## config.mk

```make
export PLATFORM = sky130hd
export DESIGN_NAME = systolic_tile_scheduler
export DESIGN_NICKNAME = d
export VERILOG_FILES = /design/src/rtl/systolic_tile_scheduler_pkg.sv /design/src/rtl/tile_dim_counter.sv /design/src/rtl/systolic_tile_scheduler.sv
export SDC_FILE = /design/constraint.sdc
export NUM_CORES = 1
export LEC_CHECK = 0
export ABC_AREA = 0
export CAP_MARGIN = 20
export CELL_PAD_IN_SITES_DETAIL_PLACEMENT = 1
export CELL_PAD_IN_SITES_GLOBAL_PLACEMENT = 2
export CORE_MARGIN = 2
export CORE_UTILIZATION = 35
export DETAILED_ROUTE_END_ITERATION = 6
export DONT_BUFFER_PORTS = 1
export GPL_TIMING_DRIVEN = 0
export PLACE_DENSITY_LB_ADDON = 0.1
export REMOVE_ABC_BUFFERS = 1
export SYNTH_ARGS = -nofsm -noshare
export SYNTH_HDL_FRONTEND = slang
export SYNTH_HIERARCHICAL = 1
export SYNTH_SLANG_ARGS = --single-unit
```

## constraint.sdc

```tcl
create_clock -name CLK -period 8.1 [get_ports CLK]
set_input_delay 1.215 -clock CLK [delete_from_list [all_inputs] [get_ports CLK]]
set_output_delay 1.215 -clock CLK [all_outputs]
set_load 0.1 [all_outputs]
```

## src/rtl/systolic_tile_scheduler_pkg.sv

```systemverilog
// systolic_tile_scheduler_pkg
// Shared state encoding and tile-extent width rule.
package systolic_tile_scheduler_pkg;

    typedef enum logic [2:0] {
        ST_IDLE   = 3'd0,
        ST_LOAD   = 3'd1,
        ST_ISSUE  = 3'd2,
        ST_WAIT   = 3'd3,
        ST_NEXT   = 3'd4,
        ST_FINISH = 3'd5
    } state_e;

    // A clipped extent ranges 1..2^log2, so it needs one extra bit
    function automatic int extent_w(input int log2);
        return log2 + 1;
    endfunction

endpackage

```

## src/rtl/tile_dim_counter.sv

```systemverilog
// tile_dim_counter
// One tiling dimension: base, +K operand address, wrap flag, clipped extent.
module tile_dim_counter
    import systolic_tile_scheduler_pkg::*;
#(
    parameter int SIZE_W    = 9,
    parameter int STEP      = 32,
    parameter int STEP_LOG2 = 5,
    parameter int K_W       = 9,
    parameter int AW        = 10,
    parameter int EXT_W     = extent_w(STEP_LOG2)
) (
    input  logic              clk_i,
    input  logic              rst_i,
    input  logic              clr_i,
    input  logic              adv_i,
    input  logic [SIZE_W-1:0] size_i,
    input  logic [K_W-1:0]    k_i,
    output logic [SIZE_W-1:0] base_o,
    output logic [AW-1:0]     addr_o,
    output logic [EXT_W-1:0]  extent_o,
    output logic              last_o
);

    logic [SIZE_W-1:0] base_q, base_d;
    logic [AW-1:0]     addr_q, addr_d;
    logic [SIZE_W-1:0] remain;
    logic [SIZE_W:0]   reach;

    // Next base/address: clear wins over advance
    always_comb begin
        base_d = base_q;
        addr_d = addr_q;
        if (clr_i) begin
            base_d = '0;
            addr_d = '0;
        end else if (adv_i) begin
            base_d = base_q + SIZE_W'(STEP);
            addr_d = addr_q + AW'(k_i);
        end
    end

    // Base and operand address registers
    always_ff @(posedge clk_i) begin
        if (rst_i) begin
            base_q <= '0;
            addr_q <= '0;
        end else begin
            base_q <= base_d;
            addr_q <= addr_d;
        end
    end

    // Wider sum so base+STEP cannot overflow before the compare
    assign reach    = {1'b0, base_q} + (SIZE_W+1)'(STEP);
    assign last_o   = (reach >= {1'b0, size_i});
    assign remain   = size_i - base_q;
    assign extent_o = (remain >= SIZE_W'(STEP)) ? EXT_W'(STEP)
                                                : EXT_W'(remain);
    assign base_o   = base_q;
    assign addr_o   = addr_q;

endmodule

```

## src/rtl/systolic_tile_scheduler.sv

```systemverilog
// systolic_tile_scheduler
// Walks an MxKxN job as N-inner output tiles, one outstanding at a time.
module systolic_tile_scheduler
    import systolic_tile_scheduler_pkg::*;
#(
    parameter int PE_ARRAY_NUM_ROWS      = 32,
    parameter int PE_ARRAY_NUM_ROWS_LOG2 = 5,
    parameter int PE_ARRAY_NUM_COLS      = 32,
    parameter int PE_ARRAY_NUM_COLS_LOG2 = 5,
    parameter int MAX_M_SIZE_LOG2        = 9,
    parameter int MAX_K_SIZE_LOG2        = 9,
    parameter int MAX_N_SIZE_LOG2        = 9,
    parameter int OPND1_SRAM_AWIDTH      = 10,
    parameter int OPND2_SRAM_AWIDTH      = 10,
    parameter int OUT_SRAM_AWIDTH        = 10
) (
    input  logic                                CLK,
    input  logic                                RST,
    input  logic                                START,
    input  logic                                STALL,
    input  logic [MAX_M_SIZE_LOG2-1:0]          M_SIZE_in,
    input  logic [MAX_K_SIZE_LOG2-1:0]          K_SIZE_in,
    input  logic [MAX_N_SIZE_LOG2-1:0]          N_SIZE_in,
    output logic                                TILE_VALID_out,
    input  logic                                TILE_READY_in,
    output logic [MAX_M_SIZE_LOG2-1:0]          TILE_M_BASE_out,
    output logic [MAX_N_SIZE_LOG2-1:0]          TILE_N_BASE_out,
    output logic [PE_ARRAY_NUM_ROWS_LOG2:0]     TILE_ROWS_out,
    output logic [PE_ARRAY_NUM_COLS_LOG2:0]     TILE_COLS_out,
    output logic [OPND1_SRAM_AWIDTH-1:0]        OPND1_BASE_out,
    output logic [OPND2_SRAM_AWIDTH-1:0]        OPND2_BASE_out,
    output logic [OUT_SRAM_AWIDTH-1:0]          OUT_BASE_out,
    input  logic                                TILE_DONE_in,
    output logic                                BUSY_out,
    output logic                                IS_FINISHED_out
);

    state_e                       state_q;
    logic [MAX_M_SIZE_LOG2-1:0]   m_size_q;
    logic [MAX_K_SIZE_LOG2-1:0]   k_size_q;
    logic [MAX_N_SIZE_LOG2-1:0]   n_size_q;
    logic [OUT_SRAM_AWIDTH-1:0]   out_base_q;
    logic                         valid_q;
    logic                         busy_q;
    logic                         fin_q;

    logic run, in_load, in_next;
    logic m_last, n_last;
    logic m_clr, m_adv, n_clr, n_adv;

    assign run     = !STALL;
    assign in_load = (state_q == ST_LOAD);
    assign in_next = (state_q == ST_NEXT);

    // Counters hold on the final tile so FINISH keeps its descriptor
    assign m_clr = run & in_load;
    assign m_adv = run & in_next & n_last & !m_last;
    assign n_clr = run & (in_load | (in_next & n_last & !m_last));
    assign n_adv = run & in_next & !n_last;

    tile_dim_counter #(
        .SIZE_W    (MAX_M_SIZE_LOG2),
        .STEP      (PE_ARRAY_NUM_ROWS),
        .STEP_LOG2 (PE_ARRAY_NUM_ROWS_LOG2),
        .K_W       (MAX_K_SIZE_LOG2),
        .AW        (OPND1_SRAM_AWIDTH)
    ) u_m_cnt (
        .clk_i    (CLK),
        .rst_i    (RST),
        .clr_i    (m_clr),
        .adv_i    (m_adv),
        .size_i   (m_size_q),
        .k_i      (k_size_q),
        .base_o   (TILE_M_BASE_out),
        .addr_o   (OPND1_BASE_out),
        .extent_o (TILE_ROWS_out),
        .last_o   (m_last)
    );

    tile_dim_counter #(
        .SIZE_W    (MAX_N_SIZE_LOG2),
        .STEP      (PE_ARRAY_NUM_COLS),
        .STEP_LOG2 (PE_ARRAY_NUM_COLS_LOG2),
        .K_W       (MAX_K_SIZE_LOG2),
        .AW        (OPND2_SRAM_AWIDTH)
    ) u_n_cnt (
        .clk_i    (CLK),
        .rst_i    (RST),
        .clr_i    (n_clr),
        .adv_i    (n_adv),
        .size_i   (n_size_q),
        .k_i      (k_size_q),
        .base_o   (TILE_N_BASE_out),
        .addr_o   (OPND2_BASE_out),
        .extent_o (TILE_COLS_out),
        .last_o   (n_last)
    );

    // Job FSM with registered handshake/status outputs and OUT_BASE accumulator
    always_ff @(posedge CLK) begin
        if (RST) begin
            state_q    <= ST_IDLE;
            m_size_q   <= '0;
            k_size_q   <= '0;
            n_size_q   <= '0;
            out_base_q <= '0;
            valid_q    <= 1'b0;
            busy_q     <= 1'b0;
            fin_q      <= 1'b0;
        end else if (run) begin
            unique case (state_q)
                ST_IDLE, ST_FINISH: begin
                    if (START) begin
                        state_q  <= ST_LOAD;
                        m_size_q <= M_SIZE_in;
                        k_size_q <= K_SIZE_in;
                        n_size_q <= N_SIZE_in;
                        busy_q   <= 1'b1;
                        fin_q    <= 1'b0;
                    end
                end
                ST_LOAD: begin
                    out_base_q <= '0;
                    if (m_size_q == '0 || k_size_q == '0 ||
                        n_size_q == '0) begin
                        state_q <= ST_FINISH;
                        busy_q  <= 1'b0;
                        fin_q   <= 1'b1;
                    end else begin
                        state_q <= ST_ISSUE;
                        valid_q <= 1'b1;
                    end
                end
                ST_ISSUE: begin
                    if (TILE_READY_in) begin
                        state_q <= ST_WAIT;
                        valid_q <= 1'b0;
                    end
                end
                ST_WAIT: begin
                    if (TILE_DONE_in) begin
                        state_q <= ST_NEXT;
                    end
                end
                ST_NEXT: begin
                    if (m_last && n_last) begin
                        state_q <= ST_FINISH;
                        busy_q  <= 1'b0;
                        fin_q   <= 1'b1;
                    end else begin
                        state_q    <= ST_ISSUE;
                        valid_q    <= 1'b1;
                        out_base_q <= out_base_q +
                                      OUT_SRAM_AWIDTH'(PE_ARRAY_NUM_ROWS);
                    end
                end
                default: begin
                    state_q <= ST_IDLE;
                    valid_q <= 1'b0;
                    busy_q  <= 1'b0;
                    fin_q   <= 1'b0;
                end
            endcase
        end
    end

    assign TILE_VALID_out  = valid_q;
    assign BUSY_out        = busy_q;
    assign IS_FINISHED_out = fin_q;
    assign OUT_BASE_out    = out_base_q;

endmodule
```

# Yosys cells after proc, flatten, opt, wreduce, memory -nomap -nowiden
# Cells that the tools add are included.
# totals
register_bits	81
latch_bits	0
ram_bits	0
romBits	0
inputBits	33
n_memories	0
# op_classes
add_sub_neg	9
multipliers	0
div_mod_pow	0
n_lt_le_gt_ge	4
n_eq_ne	12
shift	0
n_mux	22
n_bitwise	12
reduce_logical	21
# ops
cell	n
9-bit logical NOT	3
10-bit by 9-bit adder with 10-bit output	2
9-bit by 6-bit adder with 10-bit output, second input constant	2
10-bit by 9-bit greater-or-equal comparator with 1-bit output	2
10-bit one-hot mux with 2 select lines	1
9-bit by 6-bit adder with 9-bit output, second input constant	2
9-bit by 6-bit greater-or-equal comparator with 1-bit output, second input constant	2
9-bit subtractor	2
3-bit 2-to-1 mux	5
3-bit one-hot mux with 5 select lines	1
6-bit 2-to-1 mux	2
1-bit one-hot mux with 4 select lines	3
10-bit by 6-bit adder with 10-bit output, second input constant	1
10-bit 2-to-1 mux	1
2-bit inequality test, second input constant	5
5-bit AND reduction	2
1-bit 2-to-1 mux	9
1-bit bitwise AND	8
2-bit OR reduction	4
3-bit by 2-bit equality test with 1-bit output, second input constant	2
3-bit equality test, second input constant	2
3-bit AND reduction	2
2-bit by 1-bit inequality test with 1-bit output, second input constant	2
4-bit AND reduction	1
other kinds (9)	14

# Depth between registers and ports, before layout
# Gate-level depths: netlist of the first run.
# logic_depth
ltp_word	7
mapped_depth	13
ltp_nobuf	12

# By module
# Netlist of the first run, hierarchy kept.
# by_module_without_submodules
mod	n_inst	cells_per_inst	area_each_um2
systolic_tile_scheduler	1	234	1938.1
tile_dim_counter (u_m_cnt)	1	161	1293.7
tile_dim_counter (u_n_cnt)	1	159	1278.7

# Worst setup path before layout of the first run
# Ideal clock, no wire load.
# synth_timing
kind	flip-flop to output port
startpoint	register u_n_cnt.base_q[5], in the netlist u_n_cnt/base_o[5]
endpoint	output port TILE_COLS_out[1]
t_arrival_ns	4.298
slack_ns	2.587
path_stages_with_launch	7
path_cell_list	dfxtp_1 > ha_1 > inv_1 > fa_1 > xor2_1 > or3_1 > nor3_1
# synth_via
elab_chain_cells	3
# synth_lines
element	line	source
from (decl)	tile_dim_counter.sv:25	logic [SIZE_W-1:0] base_q, base_d;
from (signal assigned)	tile_dim_counter.sv:49	base_q <= base_d;
9-bit subtractor	tile_dim_counter.sv:57	assign remain = size_i - base_q;
9-bit by 6-bit greater-or-equal comparator with 1-bit output	tile_dim_counter.sv:58	assign extent_o = (remain >= SIZE_W'(STEP)) ? EXT_W'(STEP)
6-bit 2-to-1 mux	tile_dim_counter.sv:58	
to (decl)	systolic_tile_scheduler.sv:29	output logic [PE_ARRAY_NUM_COLS_LOG2:0] TILE_COLS_out,
# Every way passes these cells.

# Final worst setup path of the first run
# layout_timing
startpoint	register u_m_cnt.base_q[6], in the netlist u_m_cnt/base_o[6]
endpoint	output port TILE_ROWS_out[0]
# layout_via
elab_chain_cells	3
# layout_lines
element	line	source
from (decl)	tile_dim_counter.sv:25	
from (signal assigned)	tile_dim_counter.sv:49	
9-bit subtractor	tile_dim_counter.sv:57	
9-bit by 6-bit greater-or-equal comparator with 1-bit output	tile_dim_counter.sv:58	
6-bit 2-to-1 mux	tile_dim_counter.sv:58	
to (decl)	systolic_tile_scheduler.sv:28	output logic [PE_ARRAY_NUM_ROWS_LOG2:0] TILE_ROWS_out,
# Every way passes these cells.

==> summary.md, run 1 <==
| Metric | Value |
|---|---|
| Status | `completed` |
| WL final | `12180 um` |
| Post-DP HPWL | `9011 um` |
| Initial Util | `0.3574` |
| RSZ-0062 raised after global routing | `no` |
| Crit path kind | `flip-flop to output pin` |
| Commonest cells after routing, fill and taps aside | `66 x dfxtp_1, 55 x nand2_1, 45 x nor2_1, 35 x ha_1` |
| Largest net degree at the start of global routing | `36` |
| Post-synth ARST share | `0` |
| Fin nets | `621` |
| Number of diodes | `0` |
| Fraction of layout cells with a size suffix above 1 | `0.1395` |
| Crit-path max FO | `6` |
| Synth cell types | `68` |
| Fmax achieved | `203.0 MHz` |
| Residual DRC count | `0` |
| Sum Neg Setup Slack | `0 ps` |
| # setup viols final | `0` |
| Core area | `12620 um2` |
| Top flip-flop cell by instance count after synthesis | `dfxtp_1` |
| Post-CTS sizing | `0` |
| Setup Buffers After CTS | `0` |
| Syn Area/Cell | `8.142 um2` |
| Worst VDD drop | `0.00007605 V` |
| Max Cap Viol | `0` |
| Gpl congestion | `0.7887` |
| Clock transition at path regs | `60 ps` |
| Die ar. | `13810 um2` |
| Fraction of the yosys area taken by sequential cells | `0.2929` |
| TritonCTS Sinks | `66` |
| CTS tree | `done` |
| Initial antenna violation count | `0` |
| Die Y | `117.5 um` |
| CTS max path bufs | `2` |
| Final Max Tran Viols | `0` |
| Final hold vios | `0` |
| H-tree depth | `3` |
| Worst-margin pin slew | `1163 ps` |
| First-pass iteration count of the detailed router | `4` |
| Area delta synth->final | `8.766%` |
| Buffers on Ports | `0` |
| Register Area | `1321 um2` |
| Clk_lat worst skew | `340 ps` |
| Total GRT Usage | `0.1805` |
| Gr ovfl total | `0` |
| Clock period minus worst slack | `4925 ps` |
| Row count | `41` |
| Cells after Synth | `554` |
| Crit path largest cell delay | `1050 ps` |
| Slowest stage cell, crit path | `dfxtp_1` |
| WHS | `478.4 ps` |
| DR WL/cell | `16.83 um` |
| Initial drt markers | `157` |
| Via count | `3840` |
| Post-Syn Area | `4511 um2` |
| Max transition margin | `0.2236` |
| Register bit count reported by yosys | `66` |
| Area of the multi-input gates | `2868 um2` |
| Root Driver | `clkbuf_16` |
| Worst-path cell chain | `inv_1, fa_1, xor2_1, or3_1, a21oi_1, and2_1` |
| Crit start category | `flip-flop` |
| Via/cell ratio | `5.304` |
| Worst hold path class | `flip-flop to flip-flop` |
| Number of global-route vias before repair | `3886` |
| Clock skew | `8.996 ps` |
| Post-synth EDFFs | `0` |
| Final Cycle Share | `0.6080` |
| Yosys Warn Count | `6` |
| Commonest non-fill, non-tap cell in the layout | `dfxtp_1` |
| Critical path arrival | `3710 ps` |
| Static leakage | `1.866 nW` |
| Fillers | `1527` |
| Ports | `96` |
| Routed Antenna Nets | `0` |
| Hold_buf cts | `0` |
| Cts bufs inserted | `9` |
| Crit. End Element | `output pin` |
| Worst path required time | `6880 ps` |
| Die width | `117.5 um` |
| Pwr/cell area | `190.5 nW/um2` |
| First-pass GRT wire length | `19980 um` |
## critical path, delay by kind of cell (launching register included)
kind	cells	cell delay (ps)
and+or+nand+nor	2	1190
DFF	1	1050
adders and majority gates	1	470
AOI/OAI and AO/OA	1	290
buffers and inverters	1	210
xor gates and xnor gates	1	150
## cell type report
| type | instances | area share |
|---|---|---|
| Multi-Input combinational cell | 432 | 0.5845 |
| Clock buffer | 14 | 0.05177 |
| Inverter | 33 | 0.02525 |
| Tap cell | 172 | 0.04387 |
| Sequential cell | 66 | 0.2693 |
| Timing Repair Buffer | 7 | 0.02525 |
## where the power goes
group          leakage (nW)  internal, mW  total (mW)  switching (mW)
combinational          1.21        0.0480       0.190           0.142
sequential            0.536         0.339       0.393          0.0546
clock                 0.123         0.213       0.351           0.139
total                  1.87         0.599       0.934           0.335
## final timing paths
| path | from | endpoint | slack [ps] | cells after the start |
|---|---|---|---|---|
| worst max-delay path | u_m_cnt/base_o[6] | TILE_ROWS_out[0] | 3180 | 6 |
| worst min-delay path | m_size_q[2] | m_size_q[2] | 480 | 2 |
| worst max register to register | u_n_cnt/base_o[6] | u_n_cnt/addr_o[9] | 3970 | 12 |
| worst min register to register | m_size_q[2] | m_size_q[2] | 480 | 2 |
## registers in the layout, indices dropped and copies added, names as in the netlist, 3 cells and up
register        flops
u_m_cnt/addr_o     10
u_n_cnt/addr_o     10
k_size_q            9
m_size_q            9
n_size_q            9
OUT_BASE_out        5
u_m_cnt/base_o      4
u_n_cnt/base_o      4
state_q             3
## routing by layer
layer | routed length, um | global-route usage | share of wire
met4 | 179 | 0.06852 | 0.015
met5 | 0 | 0 | 0
met2 | 5584 | 0.2953 | 0.46
met1 | 5689 | 0.2282 | 0.47
met3 | 730 | 0.04700 | 0.060
## through the flow
| stage | area [um2] | std cells | util | setup WS (ps) | power, mW |
|---|---|---|---|---|---|
| after CTS | 4878 | 723 | 0.3866 | 2987 | 0.9482 |
| after detailed placement | 4624 | 709 | 0.3664 | 3401 | 0.5903 |
| final | 4906 | 724 | 0.3888 | 3175 | 0.9344 |
| after floorplan | 4298 | 531 | - | 2587 | 0.5524 |
| after global routing | 4906 | 724 | 0.3888 | 2997 | 0.9792 |
| after global placement | 4513 | 703 | 0.3576 | 2303 | 0.5825 |
## cells in the mapped netlist (5+ instances only)
| master | n | share of area |
|---|---|---|
| o21ai_0 | 15 | 0.017 |
| nor3_1 | 19 | 0.021 |
| ha_1 | 35 | 0.097 |
| inv_1 | 33 | 0.027 |
| xnor2_1 | 8 | 0.016 |
| nor2b_1 | 5 | 0.0069 |
| nand2_1 | 55 | 0.046 |
| nand2_2 | 20 | 0.028 |
| a21oi_1 | 33 | 0.037 |
| dfxtp_1 | 66 | 0.29 |
| mux2i_1 | 8 | 0.018 |
| and2_1 | 13 | 0.018 |
| nand4_1 | 8 | 0.011 |
| clkbuf_1 | 9 | 0.0075 |
| a21o_1 | 5 | 0.0083 |
| a21oi_2 | 21 | 0.041 |
| a211oi_1 | 7 | 0.012 |
| nor2_1 | 45 | 0.037 |
| a31oi_1 | 8 | 0.011 |
| o211ai_1 | 8 | 0.013 |
| buf_4 | 15 | 0.025 |
| nand3_1 | 22 | 0.024 |
| nor4_1 | 6 | 0.0083 |
| or3_1 | 8 | 0.011 |
| xor2_1 | 11 | 0.021 |
## kinds of logic (layout without fill, tap and decap cells)
logic type,after synthesis,in the layout,synth area share
simple gates,219,219,0.2430
other cells,3,15,0.002496
fa+ha+maj,39,39,0.1148
compound gates,132,132,0.2075
buf+inv,68,54,0.08460
xor+xnor,19,19,0.03689
flops,66,66,0.2929
mux,8,8,0.01775
No activity file was read; power rests on OpenSTA's default activity.
==> run 2, diff against run 1 <==
==> constraint.sdc (replaced) <==
create_clock -name CLK -period 5.03 [get_ports CLK]
set_input_delay 0.7545 -clock CLK [delete_from_list [all_inputs] [get_ports CLK]]
set_output_delay 0.7545 -clock CLK [all_outputs]
set_load 0.1 [all_outputs]
==> results of run 2 <==
Same layout as run 1 (identical final DEF). Status: completed.
Among the figures that moved: setup slack after placement 3401 ps -> 791.4 ps; setup slack after layout 3175 ps -> 565.5 ps; hold slack 478.4 ps -> 478.3 ps; register-to-register setup slack 3970 ps -> 900 ps; end point of the worst hold path m_size_q[2] -> m_size_q[5]; total power 0.9344 mW -> 1.505 mW; worst IR drop on VDD 0.00007605 V -> 0.0001225 V
==> run 3, diff against run 2 <==
--- a/config.mk
+++ b/config.mk
@@ -14,7 +14,7 @@
 export DETAILED_ROUTE_END_ITERATION = 6
 export DONT_BUFFER_PORTS = 1
 export GPL_TIMING_DRIVEN = 0
-export PLACE_DENSITY_LB_ADDON = 0.1
+export PLACE_DENSITY = 0.77
 export REMOVE_ABC_BUFFERS = 1
 export SYNTH_ARGS = -nofsm -noshare
 export SYNTH_HDL_FRONTEND = slang
==> summary.md, run 3 (same netlist as run 1, synthesis figures left out) <==
| Metric | Value |
|---|---|
| Routed Antenna Nets | `0` |
| Initial drt markers | `112` |
| Cts bufs inserted | `9` |
| Die width | `117.5 um` |
| Static leakage | `1.897 nW` |
| Worst hold path class | `input pin to flip-flop` |
| Root Driver | `clkbuf_16` |
| Gpl congestion | `0.8076` |
| Initial antenna violation count | `0` |
| P_sw | `0.5518 mW` |
| Worst-path cell chain | `inv_1, fa_1, xor2_1, or3_1, a21oi_1, and2_1` |
| Fillers | `1565` |
| Post-DP HPWL | `9196 um` |
| Number of global-route vias before repair | `3998` |
| Final instance area | `4966 um2` |
| Crit path largest cell delay | `1040 ps` |
| Final Cycle Share | `0.9009` |
| Delay-heaviest family, CP | `simple AND/OR/NAND/NOR gates` |
| DR WL/cell | `16.99 um` |
| DP Area | `4652 um2` |
| Clock skew | `3.473 ps` |
| Die ar. | `13810 um2` |
| Total GRT Usage | `0.1831` |
| Number of diodes | `0` |
| # setup viols final | `0` |
| Gr ovfl total | `0` |
| Setup Buffers After CTS | `0` |
| Area delta synth->final | `10.10%` |
| Worst path required time | `4280 ps` |
| Post-CTS sizing | `0` |
| WHS | `474.3 ps` |
| Residual DRC count | `0` |
| Buffers on Ports | `0` |
| Worst-margin pin slew | `1148 ps` |
| H-tree depth | `3` |
| Largest net degree at the start of global routing | `36` |
| Reg2Reg Setup Slack | `810 ps` |
| Buf/Inv on CP | `1` |
| Core area | `12620 um2` |
| Slowest stage cell, crit path | `dfxtp_1` |
| WL final | `12330 um` |
| Initial Util | `0.3574` |
| Placed cells | `710` |
| Crit path kind | `flip-flop to output pin` |
| Commonest non-fill, non-tap cell in the layout | `dfxtp_1` |
| Fraction of layout cells with a size suffix above 1 | `0.1462` |
| Die Y | `117.5 um` |
| Pwr/cell area | `315.6 nW/um2` |
| Fin nets | `622` |
| Hold_buf cts | `0` |
| RSZ-0062 raised after global routing | `no` |
| Max Cap Viol | `0` |
| Hold Path Depth | `1` |
| Ports | `96` |
| R2R depth | `12` |
| Final hold vios | `0` |
| Via count | `3880` |
| Clk pwr share | `0.399` |
| Fmax achieved | `220.7 MHz` |
| First-pass iteration count of the detailed router | `4` |
| Clk_lat worst skew | `340 ps` |
| Commonest cells after routing, fill and taps aside | `66 x dfxtp_1, 55 x nand2_1, 45 x nor2_1, 35 x ha_1` |
| Status | `completed` |
| TritonCTS Sinks | `66` |
| WP depth | `6` |
| Non-filler cells, final | `726` |
| CTS max path bufs | `2` |
| CTS tree | `done` |
| Crit. End Element | `output pin` |
| Clock transition at path regs | `50 ps` |
| Max transition margin | `0.2335` |
| Clock period minus worst slack | `4531 ps` |
| Switching share of total power | `0.3520` |
| Seq pwr share | `0.404` |
| First-pass GRT wire length | `20290 um` |
| Internal power | `1.016 mW` |
| Crit-path max FO | `6` |
| Row count | `41` |
| Crit start category | `flip-flop` |
| Via/cell ratio | `5.344` |
| Final Max Tran Viols | `0` |
| Critical path arrival | `3780 ps` |
| Worst VDD drop | `0.0001305 V` |
| Combinational share of power | `0.196` |
run 3: changes by cell type in the layout (fill, tap and decap cells not counted):
cell	change
bufinv_16	+1
clkinv_2	+2
buf_16	+1
clkbuf_1	-2
run 3: routing by layer:
metal  track usage  wire (um)
met2        0.3034       5828
met4       0.07154        228
met5             0          0
met3       0.04506        619
met1        0.2292       5655
run 3: final cells by class:
class	instances	area (um2)	area share
Multi-Input combinational cell	432	2868	0.5775
Sequential cell	66	1321	0.2661
Clock buffer	12	246.5	0.04963
Tap cell	172	215.2	0.04334
Timing Repair Buffer	8	151.4	0.03049
Inverter	33	123.9	0.02494
Clock inverter	3	40.04	0.008062
run 3: per-stage QoR:
stage	TNS (ps)	total power, mW	worst slack [ps]	utilization
after global routing	0	1.644	305.1	0.3935
final	0	1.567	498.7	0.3935
after detailed placement	0	0.9537	711.9	0.3686
after floorplan	-45.75	0.8896	-22.88	-
after CTS	0	1.591	460.0	0.3913
after global placement	-6853	0.9362	-817.8	0.3576
run 3: final timing paths:
kind / startpoint / end
max: u_m_cnt/base_o[6] / TILE_ROWS_out[0]
min: RST / m_size_q[4]
max reg2reg: u_n_cnt/base_o[6] / u_n_cnt/addr_o[9]
min reg2reg: n_size_q[1] / n_size_q[1]
run 3: power groups by stage:
| stage | Sequential (mW) | Combinational (mW) | Clock (mW) |
|---|---|---|---|
| 2_1_floorplan | 0.633 | 0.257 | 0 |
| 3_3_place_gp | 0.644 | 0.292 | 0 |
| 3_5_place_dp | 0.645 | 0.309 | 0 |
| 4_1_cts | 0.634 | 0.310 | 0.647 |
| 5_1_grt | 0.638 | 0.335 | 0.672 |
| 6_report | 0.634 | 0.308 | 0.626 |
run 3: worst register-to-register path: cells and delay by family, from the launching register on:
family,cells,cell delay (ps)
flops,1,1060
fa+ha+maj,2,700
simple gates,5,1550
xor+xnor,1,90
compound gates,4,710
